**src/rtl/noc_router_sync.sv**
```systemverilog
// 5-port mesh router: per-input FIFOs, XY routing, per-output round-robin, registered outputs.
// Optional statistics counters are compiled in with `define NOC_ROUTER_STATS_EN.
module noc_router_sync #(
  parameter int WIDTH  = 33,
  parameter int ADDR_W = 2,
  parameter int X_ADDR = 0,
  parameter int Y_ADDR = 0,
  parameter int DEPTH  = 4
) (
  input  logic                 clk,
  input  logic                 reset,
  input  logic [5*WIDTH-1:0]   in_data,
  input  logic [4:0]           in_valid,
  output logic [4:0]           in_ready,
  output logic [5*WIDTH-1:0]   out_data,
  output logic [4:0]           out_valid,
  input  logic [4:0]           out_ready,
  output logic [4:0]           drop_pulse
`ifdef NOC_ROUTER_STATS_EN
  ,
  output logic [5*16-1:0]      stat_flits,
  output logic [15:0]          stat_drops
`endif
);

  localparam int AW = $clog2(DEPTH);
  localparam logic [2:0] P_N  = 3'd0;
  localparam logic [2:0] P_E  = 3'd1;
  localparam logic [2:0] P_S  = 3'd2;
  localparam logic [2:0] P_W  = 3'd3;
  localparam logic [2:0] P_PE = 3'd4;
  localparam logic [ADDR_W-1:0] X_L = ADDR_W'(X_ADDR);
  localparam logic [ADDR_W-1:0] Y_L = ADDR_W'(Y_ADDR);

  logic [WIDTH-1:0] mem [5][DEPTH];
  logic [AW:0]      wr_ptr [5];
  logic [AW:0]      rd_ptr [5];
  logic [WIDTH-1:0] head [5];
  logic [2:0]       route [5];
  logic [4:0]       empty, full, push, pop, uturn;
  logic [4:0]       req [5];        // req[o][p]: input p wants output o
  logic [2:0]       last_grant [5];
  logic [2:0]       gnt_idx [5];
  logic [WIDTH-1:0] gnt_data [5];
  logic [4:0]       gnt, can_load;
  int               cand;

  function automatic logic [2:0] xy_route(input logic [WIDTH-1:0] f);
    logic [ADDR_W-1:0] dx, dy;
    dx = f[WIDTH-1 -: ADDR_W];
    dy = f[WIDTH-1-ADDR_W -: ADDR_W];
    if (dx > X_L)      return P_E;
    else if (dx < X_L) return P_W;
    else if (dy > Y_L) return P_N;
    else if (dy < Y_L) return P_S;
    else               return P_PE;
  endfunction

  // FIFO status and head routing; a head routing back out of its own side is a U-turn.
  always_comb begin
    for (int p = 0; p < 5; p++) begin
      empty[p] = (wr_ptr[p] == rd_ptr[p]);
      full[p]  = (wr_ptr[p][AW] != rd_ptr[p][AW]) &&
                 (wr_ptr[p][AW-1:0] == rd_ptr[p][AW-1:0]);
      head[p]  = mem[p][rd_ptr[p][AW-1:0]];
      route[p] = xy_route(head[p]);
      uturn[p] = !empty[p] && (p < 4) && (route[p] == 3'(p));
    end
  end

  assign in_ready = ~full;
  assign push     = in_valid & ~full;
  assign can_load = ~out_valid | out_ready;

  always_comb begin
    for (int o = 0; o < 5; o++) begin
      req[o] = '0;
      for (int p = 0; p < 5; p++)
        req[o][p] = !empty[p] && !uturn[p] && (route[p] == 3'(o));
    end
  end

  // Round-robin: the search begins one past the last granted input.
  always_comb begin
    gnt  = '0;
    cand = 0;
    for (int o = 0; o < 5; o++) begin
      gnt_idx[o]  = '0;
      gnt_data[o] = '0;
      for (int k = 0; k < 5; k++) begin
        cand = int'(last_grant[o]) + 1 + k;
        if (cand >= 5) cand = cand - 5;
        if (!gnt[o] && can_load[o] && req[o][cand]) begin
          gnt[o]      = 1'b1;
          gnt_idx[o]  = 3'(cand);
          gnt_data[o] = head[cand];
        end
      end
    end
  end

  always_comb begin
    pop = uturn;
    for (int o = 0; o < 5; o++)
      for (int p = 0; p < 5; p++)
        if (gnt[o] && gnt_idx[o] == 3'(p)) pop[p] = 1'b1;
  end

  // NOTE: FIFO storage has no reset; the pointers alone define which entries are live.
  always_ff @(posedge clk) begin
    for (int p = 0; p < 5; p++)
      if (push[p]) mem[p][wr_ptr[p][AW-1:0]] <= in_data[p*WIDTH +: WIDTH];
  end

  // NOTE: sequential state uses non-blocking assignments so all registers see pre-edge values.
  always_ff @(posedge clk or posedge reset) begin
    if (reset) begin
      for (int p = 0; p < 5; p++) begin
        wr_ptr[p] <= '0;
        rd_ptr[p] <= '0;
      end
    end else begin
      for (int p = 0; p < 5; p++) begin
        if (push[p]) wr_ptr[p] <= wr_ptr[p] + 1'b1;
        if (pop[p])  rd_ptr[p] <= rd_ptr[p] + 1'b1;
      end
    end
  end

  // last_grant resets to PE so the first search starts at port 0.
  always_ff @(posedge clk or posedge reset) begin
    if (reset) begin
      out_valid  <= '0;
      out_data   <= '0;
      drop_pulse <= '0;
      for (int o = 0; o < 5; o++) last_grant[o] <= P_PE;
    end else begin
      drop_pulse <= uturn;
      for (int o = 0; o < 5; o++) begin
        if (can_load[o]) begin
          out_valid[o] <= gnt[o];
          if (gnt[o]) begin
            out_data[o*WIDTH +: WIDTH] <= gnt_data[o];
            last_grant[o]              <= gnt_idx[o];
          end
        end
      end
    end
  end

`ifdef NOC_ROUTER_STATS_EN
  logic [15:0] flit_cnt [5];
  logic [15:0] drop_cnt;
  logic [2:0]  drop_n;
  logic [16:0] drop_sum;

  always_comb begin
    drop_n = '0;
    for (int p = 0; p < 5; p++) drop_n = drop_n + {2'b00, uturn[p]};
    drop_sum = {1'b0, drop_cnt} + 17'(drop_n);
    for (int o = 0; o < 5; o++) stat_flits[o*16 +: 16] = flit_cnt[o];
  end

  assign stat_drops = drop_cnt;

  always_ff @(posedge clk or posedge reset) begin
    if (reset) begin
      drop_cnt <= '0;
      for (int o = 0; o < 5; o++) flit_cnt[o] <= '0;
    end else begin
      drop_cnt <= drop_sum[16] ? 16'hFFFF : drop_sum[15:0];
      for (int o = 0; o < 5; o++)
        if (out_valid[o] && out_ready[o] && flit_cnt[o] != 16'hFFFF)
          flit_cnt[o] <= flit_cnt[o] + 16'd1;
    end
  end
`endif

endmodule
```
**config.mk**
```make
export PLATFORM = sky130hd
export DESIGN_NAME = noc_router_sync
export DESIGN_NICKNAME = d
export VERILOG_FILES = /design/src/rtl/noc_router_sync.sv
export SDC_FILE = /design/constraint.sdc
export NUM_CORES = 2
export LEC_CHECK = 0
export ABC_AREA = 0
export CELL_PAD_IN_SITES_DETAIL_PLACEMENT = 1
export CELL_PAD_IN_SITES_GLOBAL_PLACEMENT = 1
export CORE_UTILIZATION = 25
export CTS_CLUSTER_DIAMETER = 80
export DETAILED_ROUTE_END_ITERATION = 7
export GPL_TIMING_DRIVEN = 0
export PLACE_DENSITY_LB_ADDON = 0.1
export SLEW_MARGIN = 20
export SYNTH_ARGS = -nofsm -noshare
export SYNTH_HDL_FRONTEND = slang
export SYNTH_SLANG_ARGS = --single-unit
```
**constraint.sdc**
```tcl
create_clock -name clk -period 5.2 [get_ports clk]
set_clock_uncertainty 0.2 [all_clocks]
set_input_delay 1.04 -clock clk [delete_from_list [all_inputs] [get_ports clk]]
set_output_delay 1.04 -clock clk [all_outputs]
set_load 0.05 [all_outputs]
```
### Yosys cells after proc, flatten, opt, wreduce, memory -nomap -nowiden

Memory sizes are Yosys's and may differ from the RTL's.
Index checks and enable logic that the tools add are counted.

| storage, ports and cells | value |
|---|---|
| register bits | 219 |
| bits in writable memories | 660 |
| word-level logic and storage cells | 778 |
| memories kept | 1 |

Memories:

| name | words | width | read ports | clocked after memory_dff | write ports | RTL line | source |
|---|---|---|---|---|---|---|---|
| mem | 5 | 132 | 5 | 0 | 5 | 35 | `logic [WIDTH-1:0] mem [5][DEPTH];` |

| operators by class | value |
|---|---|
| add/sub/neg operators | 60 |
| order comparisons | 110 |
| eq/ne operators | 55 |
| multiplexer cells | 330 |
| bitwise logic cells | 39 |
| reductions and logical operators | 157 |

Operator list:

| kind | number |
|---|---|
| $mux W33 | 90 |
| $bmux W33 S3 | 25 |
| $ge A32 B4 Y1 const B | 45 |
| $lt A32 B5 Y1 const B | 25 |
| $mux W32 | 25 |
| $not A32 Y32 | 25 |
| $mux W132 | 5 |
| $sub A32 B4 Y32 const B | 20 |
| $bmux W33 S2 | 5 |
| $demux W33 S2 | 5 |
| $add A32 B3 Y32 const B | 10 |
| $add A32 B2 Y32 const B | 5 |
| $mux W3 | 45 |
| $logic_and A1 B1 Y1 | 113 |
| $mux W1 | 105 |
| $bmux W1 S3 | 25 |
| $eq A3 B2 Y1 const B | 20 |
| $add A3 B1 Y3 const B | 10 |
| $eq A3 B1 Y1 const B | 10 |
| $eq A3 B3 Y1 const B | 10 |
| $ge A3 B3 Y1 const B | 10 |
| $logic_not A3 Y1 | 10 |
| $not A2 Y3 | 10 |
| $sub A5 B3 Y6 const B | 5 |
| 14 further kinds | 93 |

### Longest topological paths before layout

| logic depth | value |
|---|---|
| depth in word-level cells | 42 |
| depth in mapped cells | 21 |

### Least setup slack after synthesis

No wires, ideal clock.

| timing path | value |
|---|---|
| kind | register to register |
| from | register last_grant[12] in the netlist's numbering |
| to | register out_data[12] |
| setup time | 0.151 ns |
| arrival time | 4.793 ns |
| required time | 4.849 ns |
| path slack | 0.057 ns |
| stages on the path, launching flop included | 17 |
| buffers on the path | 5 |
| period minus slack after synthesis | 5.143 ns |
| cells stage by stage | dfrtp_1 ha_1 clkbuf_1 buf_2 xor2_1 ha_1 clkbuf_1 a21oi_1 ha_1 inv_1 o21ai_0 mux2i_1 clkbuf_1 buf_1 mux4_2 a221oi_1 a41oi_1 |

| between the ends | value |
|---|---|
| longest elaborated chain between the ends | 25 |

Ends and longest elaborated chain:

| element | RTL line | source |
|---|---|---|
| start: declaration | 42 | `logic [2:0] last_grant [5];` |
| start signal: indexed assignment | 144 | `last_grant[o] <= gnt_idx[o];` |
| $add A3 B1 Y4 (*) | 91 | `cand = int'(last_grant[o]) + 1 + k;` |
| branches (longest 24 deep; another with $add A32 B2 Y32) | -- |  |
| end signal: indexed assignment | 143 | `out_data[o*WIDTH +: WIDTH] <= gnt_data[o];` |
| end: declaration | 15 | `output logic [5*WIDTH-1:0] out_data,` |

Every way passes the cells marked *. The select of a mux whose other input is x is not followed.
A chain may end at the register's enable or synchronous reset.

### Worst setup path after layout

| timing path | value |
|---|---|
| from | register last_grant[14] in the netlist's numbering |
| to | register out_data[11] |

Same word-level chain as after synthesis.

==> flow_summary.ini <==
[critical_path]
cpMostUsedCell = buf_4
worstSetupPathType = flop to flop
cp_top_family = compound AO/OA/AOI/OAI gates
crit_path_end_kind = flop
crit_arrival_ns = 5.57
worstPathMaxFanout = 10
slowest_delay_ns = 0.52
cp.required_ns = 5.67
cp_slowest_cell = dfstp_2
worstPathBufferInverterCount = 5
cp_cell_sequence = buf_2 -> buf_4 -> xor2_4 -> ha_4 -> or2_2 -> a211oi_4 -> buf_4 -> xnor2_4 -> mux2i_2 -> o221ai_4 -> a211oi_4 -> and4bb_2 -> a22o_4 -> buf_4 -> buf_6 -> o21ai_1 -> a31oi_1
start_kind = flop

[worst_hold_path]
hp-class = flop to flop

[run]
cap_violations = 0

[placement]
hpwl_um = 237000
dp_cells = 7616
gp_congestion = 0.989
dpl_cell_area_um2 = 59700
place.port_buffers = 283

[cts]
cts_tree = built
clockRootBuffer = clkbuf_16
cts_buffer_depth = 3
clk_latency_ns = 0.80
clk_pin_slew_ns = 0.06
numCtsBuffers = 102
cts_max_level = 3
cts.sinks = 803
cts-hold-fix-buffers = 0

[logic_synthesis]
yosysMostFrequentCell = edfxtp_1
ys.warnings.count = 0
seq_area_frac_synth_pct = 44.8
synth-edff-count = 660
synthCells = 4431
syn_area_um2 = 52300
synthDistinctLibCells = 101
synth_largest_area_cell = edfxtp_1
async_flop_share_pct = 17.8
synth_area_per_cell_um2 = 11.8
synth_top_cell_area_share_pct = 37.9
synth_area_leaders = edfxtp_1 (38%), mux4_2 (18%), dfrtp_1 (6.7%)
synth-main-ff-cell = edfxtp_1
ys_ff_latch = 803
synth_common_cells = edfxtp_1 (660), nand2_1 (503), clkbuf_1 (438)

[global_routing]
grt_pass1_vias = 45300
gr-total-overflow = 0
track_usage_pct = 27.5
grt_pass1_wl_um = 400000
antenna_found_initial = 32
grt_max_degree = 53

[route]
drtIter0Drc = 4830
vias = 45100
wl_per_cell_um = 37.7
drcViolationCount = 0
firstDrtPassIters = 5
vias_per_cell = 5.76
antenna_left = 0
wl_um = 295000

[sta]
max_slew_margin_pct = 12.1
setup_viol = 0
drv_slew = 0
hold_viol = 0
layout_min_cycle_time_ns = 5.10
period_share_pct = 98.0
worstMarginPinSlew_ns = 1.32
max_clock_freq_ghz = 0.196
hold-worst-slack_ns = 0.283

[finish]
nets = 5186
utilization_pct = 31.3
area_growth_pct = 24.3
drive_gt1_share_pct = 22.9
layout.cells.non_filler = 7840
final_cell_area_um2 = 65000

[floorplanning]
rows = 167
ioPinCount = 357
dieArea_um2 = 211000
start_util_pct = 25.2
core_um2 = 207000
fp.dieW_um = 459
die_y_um = 459

[status]
outcome = finished, final reports clean
-- path summary, 6_finish.rpt --
check	startpoint	endpoint	slack, ns	depth (start not counted)
min in group asynchronous	reset	out_data[49]	0.48	2
max in group asynchronous	reset	wr_ptr[13]	3.28	4
worst max register to register	last_grant[14]	out_data[11]	0.10	17
worst min register to register	rd_ptr[2]	rd_ptr[2]	0.28	1
worst max-delay path	last_grant[14]	out_data[11]	0.10	17
worst min-delay path	rd_ptr[2]	rd_ptr[2]	0.28	1
-- metrics by stage --
step | worst slack [ns] | setup TNS (ns)
final | 0.105 | 0
after global routing | -0.00943 | -0.0298
after CTS | 0.00843 | 0
after detailed placement | -2.56 | -212.63
after global placement | -4.15 | -883.88
after floorplan | 0.0569 | 0
-- registers in the layout, summed over array words and instances (netlist names) --
| register | count |
|---|---|
| out_data | 99 |
| mem | 660 |
| rd_ptr | 15 |
| last_grant | 9 |
| wr_ptr | 15 |
| out_valid | 3 |
| drop_pulse | 2 |
-- area by class of cell --
cell class / instances / area, um^2
Antenna cell: 8 / 20.0
Buffer: 578 / 2790
Clock buffer: 138 / 2780
Clock inverter: 50 / 547
Fill cell: 22500 / 143000
Inverter: 59 / 243
Multi-Input combinational cell: 3041 / 27800
Sequential cell: 803 / 23400
Tap cell: 2788 / 3490
Timing Repair Buffer: 375 / 3910
-- worst register-to-register path: cells and delay by family (launching register included) --
kind | cells | cell delay [ns]
AO/OA/AOI/OAI | 6 | 1.53
buffers and inverters | 5 | 1.23
AND/OR/NAND/NOR | 2 | 0.67
flip-flops | 1 | 0.52
XOR/XNOR | 2 | 0.34
multiplexers | 1 | 0.31
adder cells (fa/ha/maj) | 1 | 0.21
-- cell usage in the layout, fill, tap and decap left out, drive strengths merged, types with 21 or more instances in the layout --
cell and n:
a22o 36, mux2i 148, a21oi 258, a31oi 43, nand3 45, a221oi 34
o211ai 80, a211oi 74, conb 71, nor2 183, ha 49, clkbuf 562
inv 71, a32oi 30, a221o 21, o21ai 110, nor3 55, edfxtp 660
nand2 503, a32o 25, clkinv 30, nand2b 29, mux2 46, xor2 24
xnor2 46, a311oi 45, and3 39, a22oi 181, buf 236, and2 42
clkdlybuf4s50 283, dfrtp 140, a2111oi 34, nor2b 23, o22ai 111, o21a 26
mux4 428
-- cell families after synthesis --
| group | share of synthesized area [%] |
|---|---|
| other cells | 0.00718 |
| simple gates | 8.48 |
| mux | 22.3 |
| xor+xnor | 1.17 |
| compound gates | 16.8 |
| flops | 44.8 |
| fa+ha+maj | 1.17 |
| buf+inv | 5.32 |
-- what timing repair did --
action | in CTS | in global routing
pin swaps | 26 | 19
endpoints found under the setup margin | 126 | 116
resized for setup | 299 | 137
endpoints found under the hold margin | 0 | 0
buffers inserted | 38 | 10
-- routing by layer --
layer,vias up,share of wire [%],track usage [%]
met4,32,6.5,15.7
met1,23800,41,36.1
met2,2285,44,41.5
li1,18600,-,-
met3,476,8.4,6.42
met5,-,0.068,0
Power is left out: the tool's default activity adds up to more than one toggle a clock period on the data nets, which glitch-free logic cannot reach.
